$ cat src/rtl/pwm_dac_output.sv
// PWM DAC output stage: a small sample FIFO feeding a free-running PWM counter.
// The PWM counter takes one sample per period and holds the last duty if the FIFO runs dry.
module pwm_dac_output #(
  parameter int DATA_W     = 8,
  parameter int FIFO_DEPTH = 4,
  parameter int PRESCALE   = 1
) (
  input  logic                          clk,
  input  logic                          reset,
  input  logic                          enable,
  input  logic [DATA_W-1:0]             s_data,
  input  logic                          s_valid,
  output logic                          s_ready,
  output logic                          pwm_out,
  output logic                          period_strobe,
  output logic                          underrun,
  output logic [$clog2(FIFO_DEPTH):0]   fill_level
);

  localparam int AW = $clog2(FIFO_DEPTH);
  localparam int PW = (PRESCALE > 1) ? $clog2(PRESCALE) : 1;

  logic [DATA_W-1:0] r_mem [FIFO_DEPTH];
  logic [AW-1:0]     r_wr_ptr;
  logic [AW-1:0]     r_rd_ptr;
  logic [AW:0]       r_count;
  logic [PW-1:0]     r_presc;
  logic [DATA_W-1:0] r_cnt;
  logic [DATA_W-1:0] r_duty;
  logic              r_pwm;
  logic              r_strobe;
  logic              r_under;

  logic              w_full;
  logic              w_empty;
  logic              w_push;
  logic              w_tick;
  logic              w_start;
  logic              w_pop;
  logic [DATA_W-1:0] w_duty_eff;

  // s_ready comes from the registered count only, so there is no s_valid -> s_ready path.
  assign w_full     = (r_count == (AW+1)'(FIFO_DEPTH));
  assign w_empty    = (r_count == '0);
  assign w_push     = s_valid && !w_full;
  assign w_tick     = enable && (r_presc == PW'(PRESCALE - 1));
  assign w_start    = w_tick && (r_cnt == '0);
  assign w_pop      = w_start && !w_empty;
  assign w_duty_eff = w_pop ? r_mem[r_rd_ptr] : r_duty;

  assign s_ready       = !w_full;
  assign pwm_out       = r_pwm;
  assign period_strobe = r_strobe;
  assign underrun      = r_under;
  assign fill_level    = r_count;

  // Storage is left unreset; clearing the pointers and count discards its contents.
  always_ff @(posedge clk) begin
    if (w_push) begin
      r_mem[r_wr_ptr] <= s_data;
    end
  end

  always_ff @(posedge clk or posedge reset) begin
    if (reset) begin
      r_wr_ptr <= '0;
      r_rd_ptr <= '0;
      r_count  <= '0;
    end else begin
      if (w_push) begin
        r_wr_ptr <= r_wr_ptr + 1'b1;
      end
      if (w_pop) begin
        r_rd_ptr <= r_rd_ptr + 1'b1;
      end
      case ({w_push, w_pop})
        2'b10:   r_count <= r_count + 1'b1;
        2'b01:   r_count <= r_count - 1'b1;
        default: r_count <= r_count;
      endcase
    end
  end

  always_ff @(posedge clk or posedge reset) begin
    if (reset) begin
      r_presc  <= '0;
      r_cnt    <= '0;
      r_duty   <= '0;
      r_pwm    <= 1'b0;
      r_strobe <= 1'b0;
      r_under  <= 1'b0;
    end else if (!enable) begin
      r_presc  <= '0;
      r_cnt    <= '0;
      r_pwm    <= 1'b0;
      r_strobe <= 1'b0;
      r_under  <= 1'b0;
    end else begin
      r_strobe <= w_start;
      r_under  <= w_start && w_empty;
      if (w_tick) begin
        r_presc <= '0;
        r_duty  <= w_duty_eff;
        r_pwm   <= (r_cnt < w_duty_eff);
        r_cnt   <= r_cnt + 1'b1;
      end else begin
        r_presc <= r_presc + 1'b1;
      end
    end
  end

endmodule
$ cat config.mk
export PLATFORM = sky130hd
export DESIGN_NAME = pwm_dac_output
export DESIGN_NICKNAME = d
export VERILOG_FILES = /design/src/rtl/pwm_dac_output.sv
export SDC_FILE = /design/constraint.sdc
export NUM_CORES = 1
export LEC_CHECK = 0
export ABC_AREA = 1
export ABC_CLOCK_PERIOD_IN_PS = 3020
export CORE_UTILIZATION = 37
export CTS_CLUSTER_SIZE = 25
export DETAILED_ROUTE_END_ITERATION = 10
export PLACE_DENSITY_LB_ADDON = 0.25
export SLEW_MARGIN = 0
export SYNTH_ARGS = -nofsm -noshare
export SYNTH_HDL_FRONTEND = slang
export SYNTH_SLANG_ARGS = --single-unit
export TNS_END_PERCENT = 10
$ cat constraint.sdc
create_clock -name clk -period 3.02 [get_ports clk]
set_input_delay 0.453 -clock clk [delete_from_list [all_inputs] [get_ports clk]]
set_output_delay 0.453 -clock clk [all_outputs]
set_load 0.02 [all_outputs]
==> results of run 1 <==
==> logic make-up after synthesis <==
kind of cell               synth area share
AOI/OAI and AO/OA                    0.0996
xor gates and xnor gates             0.0162
adders and majority gates            0.0723
buffers and inverters                0.0593
DFF                                   0.606
other                               0.00139
and+or+nand+nor                       0.145
==> layer usage <==
| metal | part of all wire | vias to the layer above | track usage |
|---|---|---|---|
| li1 | - | 892 | - |
| met1 | 0.44 | 846 | 0.155 |
| met2 | 0.52 | 21 | 0.256 |
| met3 | 0.027 | 4 | 0.0540 |
| met4 | 0.0097 | 0 | 0.0447 |
| met5 | 0 | - | 0 |
==> cell usage after synthesis, drive strengths merged (2+ instances only) <==
library cell and count:
o22ai 7, dfrtp 27, buf 3, nand2 27, or2 7, nor2 29, inv 34, o21ai 29
a21oi 8, ha 14, nand3 11, nor3 4, clkbuf 2, xor2 4, edfxtp 32
==> metrics by stage <==
stage               hold WS, ns  cell area (um2)   util  power [mW]
floorplan                 0.500             2700      -        1.77
global placement          0.492             3040  0.440        2.04
detailed placement        0.522             3040  0.440        2.06
CTS                       0.479             3220  0.466        2.73
global route              0.538             3220  0.466        2.90
finish                    0.484             3220  0.466        2.69
==> area by class of cell <==
cell class | instances | area, um2 | area share
Tap cell | 96 | 120 | 0.0373
Clock buffer | 10 | 128 | 0.0396
Sequential cell | 59 | 1640 | 0.508
Multi-Input combinational cell | 149 | 905 | 0.281
Timing Repair Buffer | 27 | 248 | 0.0769
Clock inverter | 5 | 55.1 | 0.0171
Inverter | 34 | 130 | 0.0404
==> power by group through the flow <==
stage	Combinational [mW]	Sequential, mW	Clock (mW)
6_report	0.901	1.13	0.659
5_1_grt	1.03	1.15	0.717
4_1_cts	0.920	1.14	0.679
3_5_place_dp	0.911	1.15	0
3_3_place_gp	0.893	1.15	0
2_1_floorplan	0.626	1.14	0
==> how the worst max path moves through the flow <==
stage | slack, ns | end | from
floorplan | 0.77 | pwm_out$_DFFE_PP0P_ | r_cnt[0]$_DFFE_PP0P_
global placement | 0.26 | pwm_out$_DFFE_PP0P_ | enable
detailed placement | 0.22 | pwm_out$_DFFE_PP0P_ | enable
CTS | 0.46 | pwm_out$_DFFE_PP0P_ | r_cnt[0]$_DFFE_PP0P_
global route | 0.23 | pwm_out$_DFFE_PP0P_ | r_cnt[0]$_DFFE_PP0P_
finish | 0.50 | pwm_out$_DFFE_PP0P_ | r_cnt[0]$_DFFE_PP0P_
==> critical path, cell delays in order, from the launching register on <==
cell and delay, ns:
dfrtp_1 0.40, inv_1 0.12, ha_1 0.17, nand3_1 0.19, inv_1 0.12, nand3_2 0.21
inv_4 0.15, or2_1 0.12, o21ai_2 0.07, ha_1 0.33, a211oi_1 0.25, nand2_1 0.07
a31oi_1 0.14, nand2_1 0.07, nand2_1 0.05
==> flip-flops by register name, indices dropped and copies added, names as in the netlist <==
name and cells:
r_presc 1, r_rd_ptr 2, r_cnt 8, r_duty 8
r_mem 32, underrun 1, fill_level 3, r_wr_ptr 2
period_strobe 1, pwm_out 1
==> results.yml, run 1 <==
outcome:
  outcome: "completed"
placed_design:
  portBuffers: 18
  place_ws_ns: 0.221
  dp_hpwl_mm: 3.47
  place.gp.congestion: 0.744
  placed_cells: 365
clock_network:
  cts.sinks: 59
  clock_latency_ns: 0.32
  cts-root-buf: "clkbuf_8"
  cts.clk_slew.worst_paths_ns: 0.06
  ctsHtreeMaxLevel: 3
  cts_tree: "yes"
  cts_max_path_buffers: 2
  ctsHoldBuffers: 0
  post-cts-setup-buffers: 0
  cts_resized: 0
  numCtsBuffers: 9
drt:
  drtIter0Drc: 60
  ant_nets: 0
  avgRoutedWirePerCell_um: 12.5
  drc: 0
  vias: 1763
  wl_mm: 4.73
  vias_per_cell: 4.64
  dr.pass1.iters: 5
worst_setup_path:
  critPathMaxFanout: 8
  r2r_slack_ns: 0.50
  reg2reg_depth: 14
  reg2reg_from: "r_cnt[0]$_DFFE_PP0P_"
  r2r_end: "pwm_out$_DFFE_PP0P_"
  required_ns: 3.28
  worstSetupPathType: "register to register"
  worstPathArrival_ns: 2.79
  startpoint_type: "register"
  end_kind: "register"
job:
  cap_violations: 0
yosys:
  synth_edf_count: 32
  synth_seq_area_share: 0.606
  synth_top_area_frac: 0.356
  avgSynthCellArea_um2: 10.9
  ys_ff_latch: 59
  async_flop_share: 0.458
  synth_area_leaders: "edfxtp_1, dfrtp_1, ha_1"
  syn_inst: 247
  synth_flop_cell: "edfxtp_1"
  syn_area_mm2: 0.00270
  synth.distinct_cells: 33
  synth_area_leader_cell: "edfxtp_1"
  synth_fp_nets: 274
  yosysWarnings: 0
floorplan:
  dieArea_mm2: 0.00765
  ios: 19
  core_mm2: 0.00691
  start_util: 0.391
  die_w_um: 87.4
  rows: 30
  die_y_um: 87.4
pwr:
  peakVddDrop_mv: 0.418
  power_frac_clock: 0.245
  cellPowerDensity_mw_per_mm2: 836
  pwr-share-comb: 0.334
  switchingPower_mw: 0.920
  power.leakage_nw: 1.34
  swShare: 0.342
  p_seq_frac: 0.421
  p_int_mw: 1.77
finish:
  instances_no_fill: 380
  n_antenna_cell: 0
  drive_above_1_share: 0.165
  layout_commonest_cell: "edfxtp_1"
  areaGrowthSynthToFinish_pct: 19.3
  fill_cells: 679
  layout_common_cells: "edfxtp_1, dfrtp_1, nand2_1"
  layout.nets: 307
global_routing:
  grt_max_degree: 28
  grt_overflow: 0
  grt_pass1_wl_mm: 7.91
  grtUsageTotal: 0.143
  grt_pass1_vias: 1773
  antenna_found_initial: 0
timing:
  tns_ns: 0
  max_freq_mhz: 396
  finalSetupViolCount: 0
  skew_ns: 0.00582
  fin_crit_sh: 0.836
  rsz0062_at_grt: "no"
  finalWorstSetupSlack_ns: 0.495
  timing.final.crit_period_ns: 2.52
  hold_viol: 0
  drv_slew: 0
worst_hold_path:
  hold_path.class: "input pin to async pin"
Power figures use the tool's default switching activity.
==> inputs of run 2 (changes only) <==
--- a/config.mk
+++ b/config.mk
@@ -6,7 +6,7 @@
 export NUM_CORES = 1
 export LEC_CHECK = 0
 export ABC_AREA = 1
-export ABC_CLOCK_PERIOD_IN_PS = 3020
+export ABC_CLOCK_PERIOD_IN_PS = 2520
 export CORE_UTILIZATION = 37
 export CTS_CLUSTER_SIZE = 25
 export DETAILED_ROUTE_END_ITERATION = 10
==> constraint.sdc (replaced) <==
create_clock -name clk -period 2.52 [get_ports clk]
set_input_delay 0.378 -clock clk [delete_from_list [all_inputs] [get_ports clk]]
set_output_delay 0.378 -clock clk [all_outputs]
set_load 0.02 [all_outputs]
==> run 2 against run 1 <==
Compared with the run above:
- via count rose by 2.0%
- cell count increased by 2.6%
- hold slack worse by 0.073 ns
- critical path type unchanged
- critical endpoint is now fill_level[2]$_DFFE_PP0P_
- largest power group unchanged
==> results.yml, run 2 (same netlist as run 1, synthesis figures left out) <==
finish:
  layout_common_cells: "edfxtp_1, dfrtp_1, nand2_1"
  fin_util: 0.481
  n_antenna_cell: 0
  layout.nets: 316
  largest_register_ffs: 32
  reg_top3: "r_mem x32, r_cnt x8, r_duty x8"
  drive_above_1_share: 0.194
  largest_register: "r_mem"
  areaGrowthSynthToFinish_pct: 23.0
  layout_commonest_cell: "edfxtp_1"
drt:
  wl_mm: 4.88
  vias_per_cell: 4.61
  avgRoutedWirePerCell_um: 12.5
  ant_nets: 0
  drtIter0Drc: 68
  dr.pass1.iters: 4
  vias: 1798
  drc: 0
clock_network:
  ctsHoldBuffers: 0
  numCtsBuffers: 9
  clock_latency_ns: 0.34
  post-cts-setup-buffers: 0
  ctsHtreeMaxLevel: 3
  cts_resized: 0
  cts.clk_slew.worst_paths_ns: 0.06
  cts-root-buf: "clkbuf_8"
  cts.sinks: 59
  cts_max_path_buffers: 2
  cts_tree: "yes"
worst_setup_path:
  startpoint_type: "register"
  cp_slowest_cell: "dfrtp_1"
  required_ns: 2.73
  worstPathArrival_ns: 2.45
  path_common_cell: "inv_1"
  worstPathCellList: "inv_1 -> ha_1 -> nand3_1 -> inv_1 -> nand3_2 -> inv_4 -> ha_1 -> inv_1 -> fa_1 -> a21oi_1 -> o21ai_0 -> xor2_1"
  max_stage_delay_ns: 0.40
  end_kind: "register"
  critPathMaxFanout: 6
  path_buf_inv: 4
  worstSetupPathType: "register to register"
  cp_top_family: "adder cells"
placed_design:
  dp_hpwl_mm: 3.58
  place.gp.congestion: 0.779
  portBuffers: 18
floorplan:
  ios: 19
  dieArea_mm2: 0.00765
  rows: 30
  core_mm2: 0.00691
  die_w_um: 87.4
  die_y_um: 87.4
  start_util: 0.391
timing:
  hold_viol: 0
  timing.final.crit_period_ns: 2.23
  finalSetupViolCount: 0
  rsz0062_at_grt: "no"
  skew_ns: 0.0101
  tns_ns: 0
  max_freq_mhz: 448
  drv_slew: 0
  fin_crit_sh: 0.886
pwr:
  power.leakage_nw: 1.39
  peakVddDrop_mv: 0.549
  cellPowerDensity_mw_per_mm2: 1020
job:
  cap_violations: 0
global_routing:
  grtUsageTotal: 0.148
  grt_pass1_wl_mm: 8.04
  grt_max_degree: 28
  grt_overflow: 0
  antenna_found_initial: 0
  grt_pass1_vias: 1699
worst_hold_path:
  hold_path.class: "input pin to async pin"
outcome:
  outcome: "completed"
run 2: cell types whose count changed in the layout (fill, tap and decap cells not counted), sizes merged:
cell	change
buf	+9
bufinv	+1
clkbuf	-1
clkinv	+1
run 2: area by class of cell:
cell class	count	area [um2]
fillers	651	3580
flip-flops and latches	59	1640
multi-input cells	149	905
repair buffers	36	315
inverters	34	130
clock buffers	9	124
well taps	96	120
clock inverters	7	92.6
run 2: worst register-to-register path, cell delays in order (launching register included):
cell and delay, ns:
dfrtp_1 0.40, inv_1 0.12, ha_1 0.16, nand3_1 0.10, inv_1 0.08, nand3_2 0.15
inv_4 0.11, ha_1 0.15, inv_1 0.07, fa_1 0.37, a21oi_1 0.14, o21ai_0 0.11
xor2_1 0.15
run 2: worst paths after layout:
| kind | endpoint | slack [ns] | cells past startpoint | start |
|---|---|---|---|---|
| max in group asynchronous | r_cnt[6]$_DFFE_PP0P_ | 1.85 | 3 | reset |
| hold / removal | fill_level[0]$_DFFE_PP0P_ | 0.41 | 3 | reset |
| hold reg to reg | fill_level[0]$_DFFE_PP0P_ | 0.50 | 1 | fill_level[0]$_DFFE_PP0P_ |
| setup / recovery | fill_level[2]$_DFFE_PP0P_ | 0.29 | 12 | r_cnt[0]$_DFFE_PP0P_ |
| min in group clk | fill_level[0]$_DFFE_PP0P_ | 0.50 | 1 | fill_level[0]$_DFFE_PP0P_ |
| setup reg to reg | fill_level[2]$_DFFE_PP0P_ | 0.29 | 12 | r_cnt[0]$_DFFE_PP0P_ |
run 2: metal layers:
metal	GRT usage	part of all wire
met5	0	0
met1	0.166	0.44
met3	0.0654	0.033
met2	0.248	0.50
met4	0.0537	0.018
run 2: report_power, final:
group          internal, mW  switching (mW)
logic                 0.456           0.646
clock network         0.552           0.373
registers              1.26           0.114
total                  2.27            1.13
run 2: metrics by stage:
| step | cells | total power, mW | area, um2 | worst slack, ns | hold WS, ns |
|---|---|---|---|---|---|
| 3_5_place_dp | 374 | 2.51 | 3110 | -0.0325 | 0.496 |
| 2_1_floorplan | 247 | 2.12 | 2700 | 0.268 | 0.431 |
| 3_3_place_gp | 374 | 2.48 | 3110 | 0.0184 | 0.487 |
| 6_report | 390 | 3.40 | 3320 | 0.286 | 0.411 |
| 4_1_cts | 390 | 3.45 | 3320 | 0.243 | 0.413 |
| 5_1_grt | 390 | 3.64 | 3320 | 0.0104 | 0.436 |
